===== src/rtl/tmds_pkg.sv =====
// Shared TMDS period types, fixed symbol tables and the stage-1 transition
// minimising helpers used by every lane.
package tmds_pkg;
    typedef enum logic [1:0] {
        CTRL    = 2'd0,
        VIDEO   = 2'd1,
        VGUARD  = 2'd2,
        DISLAND = 2'd3
    } tmds_mode_t;

    localparam logic [9:0] CTL_CODE [4] = '{
        10'b1101010100, 10'b0010101011, 10'b0101010100, 10'b1010101011
    };

    localparam logic [9:0] TERC4_CODE [16] = '{
        10'b1010011100, 10'b1001100011, 10'b1011100100, 10'b1011100010,
        10'b0101110001, 10'b0100011110, 10'b0110001110, 10'b0100111100,
        10'b1011001100, 10'b0100111001, 10'b0110011100, 10'b1011000110,
        10'b1010001110, 10'b1001110001, 10'b0101100011, 10'b1011000011
    };

    localparam logic [9:0] VGUARD_A = 10'b1011001100;
    localparam logic [9:0] VGUARD_B = 10'b0100110011;

    function automatic logic [3:0] popcount8(input logic [7:0] v);
        logic [3:0] n;
        n = '0;
        for (int i = 0; i < 8; i++) n = n + {3'b000, v[i]};
        return n;
    endfunction

    // XOR/XNOR chain selection picks whichever yields fewer transitions.
    function automatic logic [8:0] qm_encode(input logic [7:0] d);
        logic [3:0] n1;
        logic       use_xnor;
        logic [8:0] q;
        n1       = popcount8(d);
        use_xnor = (n1 > 4'd4) || ((n1 == 4'd4) && !d[0]);
        q        = '0;
        q[0]     = d[0];
        for (int i = 1; i < 8; i++) q[i] = use_xnor ? ~(q[i-1] ^ d[i]) : (q[i-1] ^ d[i]);
        q[8]     = ~use_xnor;
        return q;
    endfunction
endpackage


===== src/rtl/tmds_ch_enc.sv =====
// One TMDS lane: stage 1 registers the transition-minimised word, stage 2
// applies DC balancing (VIDEO) or the fixed period codes and owns cnt.
module tmds_ch_enc
    import tmds_pkg::*;
#(
    parameter int CH_IDX = 0
) (
    input  logic       clk,
    input  logic       rst,
    input  logic       ce,
    input  logic [1:0] mode,
    input  logic [7:0] d,
    input  logic [1:0] ctl,
    input  logic [3:0] terc4,
    output logic [9:0] tmds
);
    logic [8:0]        qm;
    logic [8:0]        s1_qm;
    logic [3:0]        s1_nq;
    tmds_mode_t        s1_mode;
    logic [1:0]        s1_ctl;
    logic [3:0]        s1_terc4;
    logic signed [4:0] cnt;
    logic signed [4:0] cnt_nxt;
    logic signed [4:0] diff;
    logic [9:0]        sym;

    assign qm = qm_encode(d);

    always_ff @(posedge clk or posedge rst) begin
        if (rst) begin
            s1_qm    <= '0;
            s1_nq    <= '0;
            s1_mode  <= CTRL;
            s1_ctl   <= '0;
            s1_terc4 <= '0;
        end else if (ce) begin
            s1_qm    <= qm;
            s1_nq    <= popcount8(qm[7:0]);
            s1_mode  <= tmds_mode_t'(mode);
            s1_ctl   <= ctl;
            s1_terc4 <= terc4;
        end
    end

    // diff = ones - zeros of q_m[7:0]; modulo-32 arithmetic keeps the sign right.
    always_comb begin
        diff    = {s1_nq, 1'b0} - 5'd8;
        sym     = CTL_CODE[s1_ctl];
        cnt_nxt = '0;
        case (s1_mode)
            VIDEO: begin
                if ((cnt == 5'sd0) || (diff == 5'sd0)) begin
                    sym     = {~s1_qm[8], s1_qm[8], s1_qm[8] ? s1_qm[7:0] : ~s1_qm[7:0]};
                    cnt_nxt = s1_qm[8] ? (cnt + diff) : (cnt - diff);
                end else if (((cnt > 5'sd0) && (diff > 5'sd0)) ||
                             ((cnt < 5'sd0) && (diff < 5'sd0))) begin
                    sym     = {1'b1, s1_qm[8], ~s1_qm[7:0]};
                    cnt_nxt = cnt + $signed({3'b000, s1_qm[8], 1'b0}) - diff;
                end else begin
                    sym     = {1'b0, s1_qm[8], s1_qm[7:0]};
                    cnt_nxt = cnt + diff - $signed({3'b000, ~s1_qm[8], 1'b0});
                end
            end
            VGUARD:  sym = (CH_IDX % 3 == 1) ? VGUARD_B : VGUARD_A;
            DISLAND: sym = TERC4_CODE[s1_terc4];
            CTRL:    sym = CTL_CODE[s1_ctl];
            default: sym = CTL_CODE[s1_ctl];
        endcase
    end

    always_ff @(posedge clk or posedge rst) begin
        if (rst) begin
            tmds <= CTL_CODE[0];
            cnt  <= '0;
        end else if (ce) begin
            tmds <= sym;
            cnt  <= cnt_nxt;
        end
    end
endmodule


===== src/rtl/tmds_encoder_mc.sv =====
// Multi-channel TMDS encoder: NUM_CH independent lanes sharing mode/ce, plus
// a two-deep fill flag that marks when the pipeline holds real symbols.
module tmds_encoder_mc
    import tmds_pkg::*;
#(
    parameter int NUM_CH = 3
) (
    input  logic                   clk,
    input  logic                   rst,
    input  logic                   ce,
    input  logic [1:0]             mode,
    input  logic [8*NUM_CH-1:0]    d_in,
    input  logic [2*NUM_CH-1:0]    ctl,
    input  logic [4*NUM_CH-1:0]    terc4,
    output logic [10*NUM_CH-1:0]   tmds_out,
    output logic                   out_valid
);
    logic s1_valid;

    always_ff @(posedge clk or posedge rst) begin
        if (rst) begin
            s1_valid  <= 1'b0;
            out_valid <= 1'b0;
        end else if (ce) begin
            s1_valid  <= 1'b1;
            out_valid <= s1_valid;
        end
    end

    for (genvar k = 0; k < NUM_CH; k++) begin : g_ch
        tmds_ch_enc #(
            .CH_IDX (k)
        ) u_enc (
            .clk   (clk),
            .rst   (rst),
            .ce    (ce),
            .mode  (mode),
            .d     (d_in[8*k +: 8]),
            .ctl   (ctl[2*k +: 2]),
            .terc4 (terc4[4*k +: 4]),
            .tmds  (tmds_out[10*k +: 10])
        );
    end
endmodule


===== config.mk =====
export PLATFORM = sky130hd
export DESIGN_NAME = tmds_encoder_mc
export DESIGN_NICKNAME = d
export VERILOG_FILES = /design/src/rtl/tmds_pkg.sv /design/src/rtl/tmds_ch_enc.sv /design/src/rtl/tmds_encoder_mc.sv
export SDC_FILE = /design/constraint.sdc
export NUM_CORES = 1
export LEC_CHECK = 0
export BUFFER_PORTS_ARGS = -buffer_cell sky130_fd_sc_hd__buf_2
export CORE_MARGIN = 4
export CORE_UTILIZATION = 35
export CTS_CLUSTER_SIZE = 25
export DETAILED_ROUTE_END_ITERATION = 16
export PLACE_DENSITY = 0.55
export REMOVE_ABC_BUFFERS = 1
export SYNTH_ARGS = -nofsm -noshare
export SYNTH_HDL_FRONTEND = slang
export SYNTH_HIERARCHICAL = 1
export SYNTH_SLANG_ARGS = --single-unit

===== constraint.sdc =====
create_clock -name clk -period 3.1 [get_ports clk]
set_input_delay 0.31 -clock clk [delete_from_list [all_inputs] [get_ports clk]]
set_output_delay 0.31 -clock clk [all_outputs]
set_load 0.02 [all_outputs]

==> summary.txt <==
Status = finished, violations left
Failing checks = setup timing
Tot GR Track Use = 15.75%
Synth Flop Type = dfrtp_1
Post-Place Cell Area = 9942 um2
Final period util = 176.5%
HP Class = input pin to flip-flop
Synth Register Bits = 107
Largest net degree at the start of global routing = 67
Hold Fails Final Rpt = 0
Crit-path slowest cell = fa_2
Tmin final = 5471 ps
Clock skew = 12.15 ps
Pwr/cell area = 1085 nW/um2
Antenna violations before repair = 0
CTS Sinks = 107
CTS H-Tree Depth = 3
Max-cap violations = 0
CP dominant cell by count = fa_1
Routed WL = 21.16 mm
Post-route ant nets = 0
Fin. max-slew vios = 0
Port Buffers = 77
EDFF count, synth = 0
Critical path class = input pin to flip-flop
Synth Cell Area = 8746 um2
Area Overhead vs Synth = 23.49%
Number of global-route vias before repair = 7045
Filler instances = 2361
Most frequent cells in the layout = inv_1 (103), dfrtp_1 (92), nor2_1 (79), buf_4 (71), buf_2 (71)
Register area = 2696 um2
Final #Nets = 1218
Vias/cell = 4.886
WL per Instance = 15.30 um
Worst VDD drop = 503.4 uV
Asr flop ratio synth = 100.0%
RSZ-0062 raised after global routing = yes
First-pass DRT Iterations = 5
Clock tree buffer depth = 2
CTS root buf = clkbuf_16
Initial drt markers = 294
GRT overflow = 0
Pre-CTS setup slack = -2971 ps
DRC Markers = 0
Crit path buffers/inverters = 6
Cells after synthesis = 917
Via count = 6758
Fin area = 10800 um2
CTS tree = built
Max Fclk = 182.8 MHz
Worst path max stage delay = 560 ps
CP Data Arrival Time = 5710 ps
Cell row count = 57
Wire length of the first global-routing pass = 36.17 mm
Die X = 166.1 um
Final Worst Setup Slack = -2371 ps
Routability cong. = 0.8055
Clk Latency, worst-skew pair = 360 ps
Starting Density = 35.75%
Lkg Pwr = 4.983 nW
Most common cell after layout, fill and taps aside = inv_1
Least-Margin Pin Slew = 769.9 ps
Final setup fails = 27
Required time worst endpoint = 3340 ps
Critical path, cell by cell = buf_8 -> inv_4 -> fa_1 -> fa_1 -> fa_1 -> inv_1 -> ha_2 -> fa_1 -> nor3b_2 -> o21ai_1 -> a21oi_2 -> buf_4 -> xor2_4 -> fa_1 -> fa_1 -> inv_2 -> fa_2 -> ha_4 -> inv_2 -> fa_2 -> xnor2_1 -> nand2_1 -> o21ai_1
Worst Setup Start Kind = input pin
Area of the multi-input gates = 5832 um2
Clk pin slew, worst setup/hold paths = 80 ps
Synth Warn # = 6
Die area = 27580 um2
Relative slew slack = 48.13%
DP HPWL = 15.99 mm
Dpl cells = 1352
Post-Layout Cell Count = 1383
Delay-heaviest family, CP = adder cells
Die H = 166.1 um
Crit path max fanout = 2
Worst Setup End Kind = flip-flop
I/O pins = 78
Num CTS Buffers = 9
Seq/Total Area, Yosys = 30.83%
Layout cell share with drive strength beyond 1 = 29.27%
Avg Cell Area, Syn = 9.538 um2
Core Footprint = 24460 um2
N_diodes = 0
Yosys cell types = 56
==> layout make-up <==
type	instances	share of cell area (%)
Multi-Input combinational cell	658	54.00
Sequential cell	107	24.97
Timing Repair Buffer	162	10.52
Inverter	116	4.101
Tap cell	324	3.753
Clock buffer	10	2.213
Clock inverter	6	0.4518
==> routing by layer <==
| layer | GRT usage [%] | wire length [um] | part of all wire, % | up-vias |
|---|---|---|---|---|
| met3 | 3.071 | 746 | 3.5 | 16 |
| li1 | - | - | - | 3354 |
| met2 | 26.28 | 10090 | 48 | 123 |
| met4 | 2.762 | 189 | 0.89 | 0 |
| met1 | 21.64 | 10130 | 48 | 3265 |
| met5 | 0 | 0 | 0 | - |
==> what timing repair did <==
item / CTS / global route
hold buffers: 1 / 0
setup endpoints to repair: 27 / 27
setup buffers: 28 / 13
hold endpoints to repair: 2 / 0
gates cloned: 0 / 0
pin swaps: 33 / 25
gates resized for setup: 82 / 35
==> flip-flops by register name, indices dropped and copies added, names as in the netlist <==
signal and count:
g_ch.u_enc/s1_terc4 12, g_ch.u_enc/cnt 12, out_valid 1, g_ch.u_enc/s1_nq 12, g_ch.u_enc/s1_qm 27, g_ch.u_enc/tmds 30, g_ch.u_enc/s1_ctl 6, s1_valid 1
g_ch.u_enc/s1_mode 6
==> cells by family (layout without fill, tap and decap cells) <==
family	Yosys count	count (layout)	share of synthesized area (%)
compound gates	200	200	15.15
fa+ha+maj	117	117	20.09
mux	51	51	6.810
buf+inv	152	294	6.524
xor+xnor	92	92	9.986
flops	107	107	30.83
simple gates	198	198	10.62
==> through the flow <==
stage | total power, mW | util [%] | TNS [ps] | hold WS, ps
floorplan | 7.479 | - | -36290 | 51.18
global placement | 9.123 | 40.64 | -41160 | 232.0
detailed placement | 9.205 | 40.64 | -45080 | 240.3
CTS | 11.29 | 43.90 | -32360 | 140.5
global route | 12.95 | 44.15 | -35690 | 146.5
finish | 11.72 | 44.15 | -31790 | 154.4
==> synthesized netlist by cell type, types with 3 or more instances <==
library cell | n | area, um2
o22ai_1 | 8 | 50.05
xnor2_1 | 53 | 464.2
mux2i_4 | 3 | 67.56
or2_2 | 3 | 18.77
inv_1 | 116 | 435.4
o2111ai_1 | 4 | 35.03
nor2b_1 | 14 | 87.58
o221ai_1 | 5 | 43.79
a211oi_1 | 10 | 75.07
nor2_1 | 79 | 296.5
clkbuf_1 | 35 | 131.4
and2_1 | 3 | 18.77
xor2_1 | 30 | 262.8
a31oi_1 | 8 | 50.05
a21o_1 | 7 | 52.55
or3_4 | 3 | 33.78
dfrtp_1 | 92 | 2302
ha_1 | 78 | 975.9
a21oi_2 | 4 | 35.03
nand2_1 | 53 | 198.9
o21ai_0 | 54 | 270.3
o32ai_1 | 5 | 43.79
o2bb2ai_1 | 4 | 35.03
a21oi_1 | 51 | 255.2
nor3_1 | 7 | 35.03
fa_1 | 39 | 780.8
dfstp_2 | 15 | 394.1
a221oi_1 | 7 | 61.31
mux2_2 | 34 | 382.9
mux2i_1 | 13 | 130.1
a31o_2 | 3 | 26.28
o221a_2 | 3 | 33.78
nand2b_1 | 11 | 68.82
a2bb2oi_1 | 3 | 26.28
xor2_2 | 3 | 48.80
nand3_1 | 6 | 30.03
nor3b_1 | 13 | 97.59
o32a_1 | 3 | 30.03
xnor2_2 | 6 | 97.59
o211ai_1 | 7 | 52.55
o31ai_1 | 4 | 30.03
==> worst min-delay path, cell delays in order <==
cell and delay [ps]:
buf_2 80, nand2_1 40, o21ai_0 60
==> power by group <==
part / internal [mW] / leakage (nW) / switching (mW) / total (mW)
Clock: 0.577 / 0.137 / 0.569 / 1.15
Combinational: 4.15 / 3.59 / 4.10 / 8.26
Sequential: 1.85 / 1.25 / 0.460 / 2.31
Total: 6.58 / 4.98 / 5.13 / 11.7
==> worst paths after layout <==
kind / start / to / slack [ps] / cells past startpoint
hold reg to reg: s1_valid / s1_valid / 470 / 1
setup / recovery: d_in[3] / g_ch[0].u_enc/s1_nq[2] / -2370 / 23
hold / removal: terc4[5] / g_ch[1].u_enc/s1_terc4[1] / 150 / 3
setup reg to reg: g_ch[0].u_enc/s1_qm[8] / g_ch[0].u_enc/cnt[4] / 530 / 9
max in group asynchronous: rst / g_ch[0].u_enc/tmds[6] / 1630 / 4
min in group asynchronous: rst / s1_valid / 420 / 3
(Power assumes the default switching activity.)
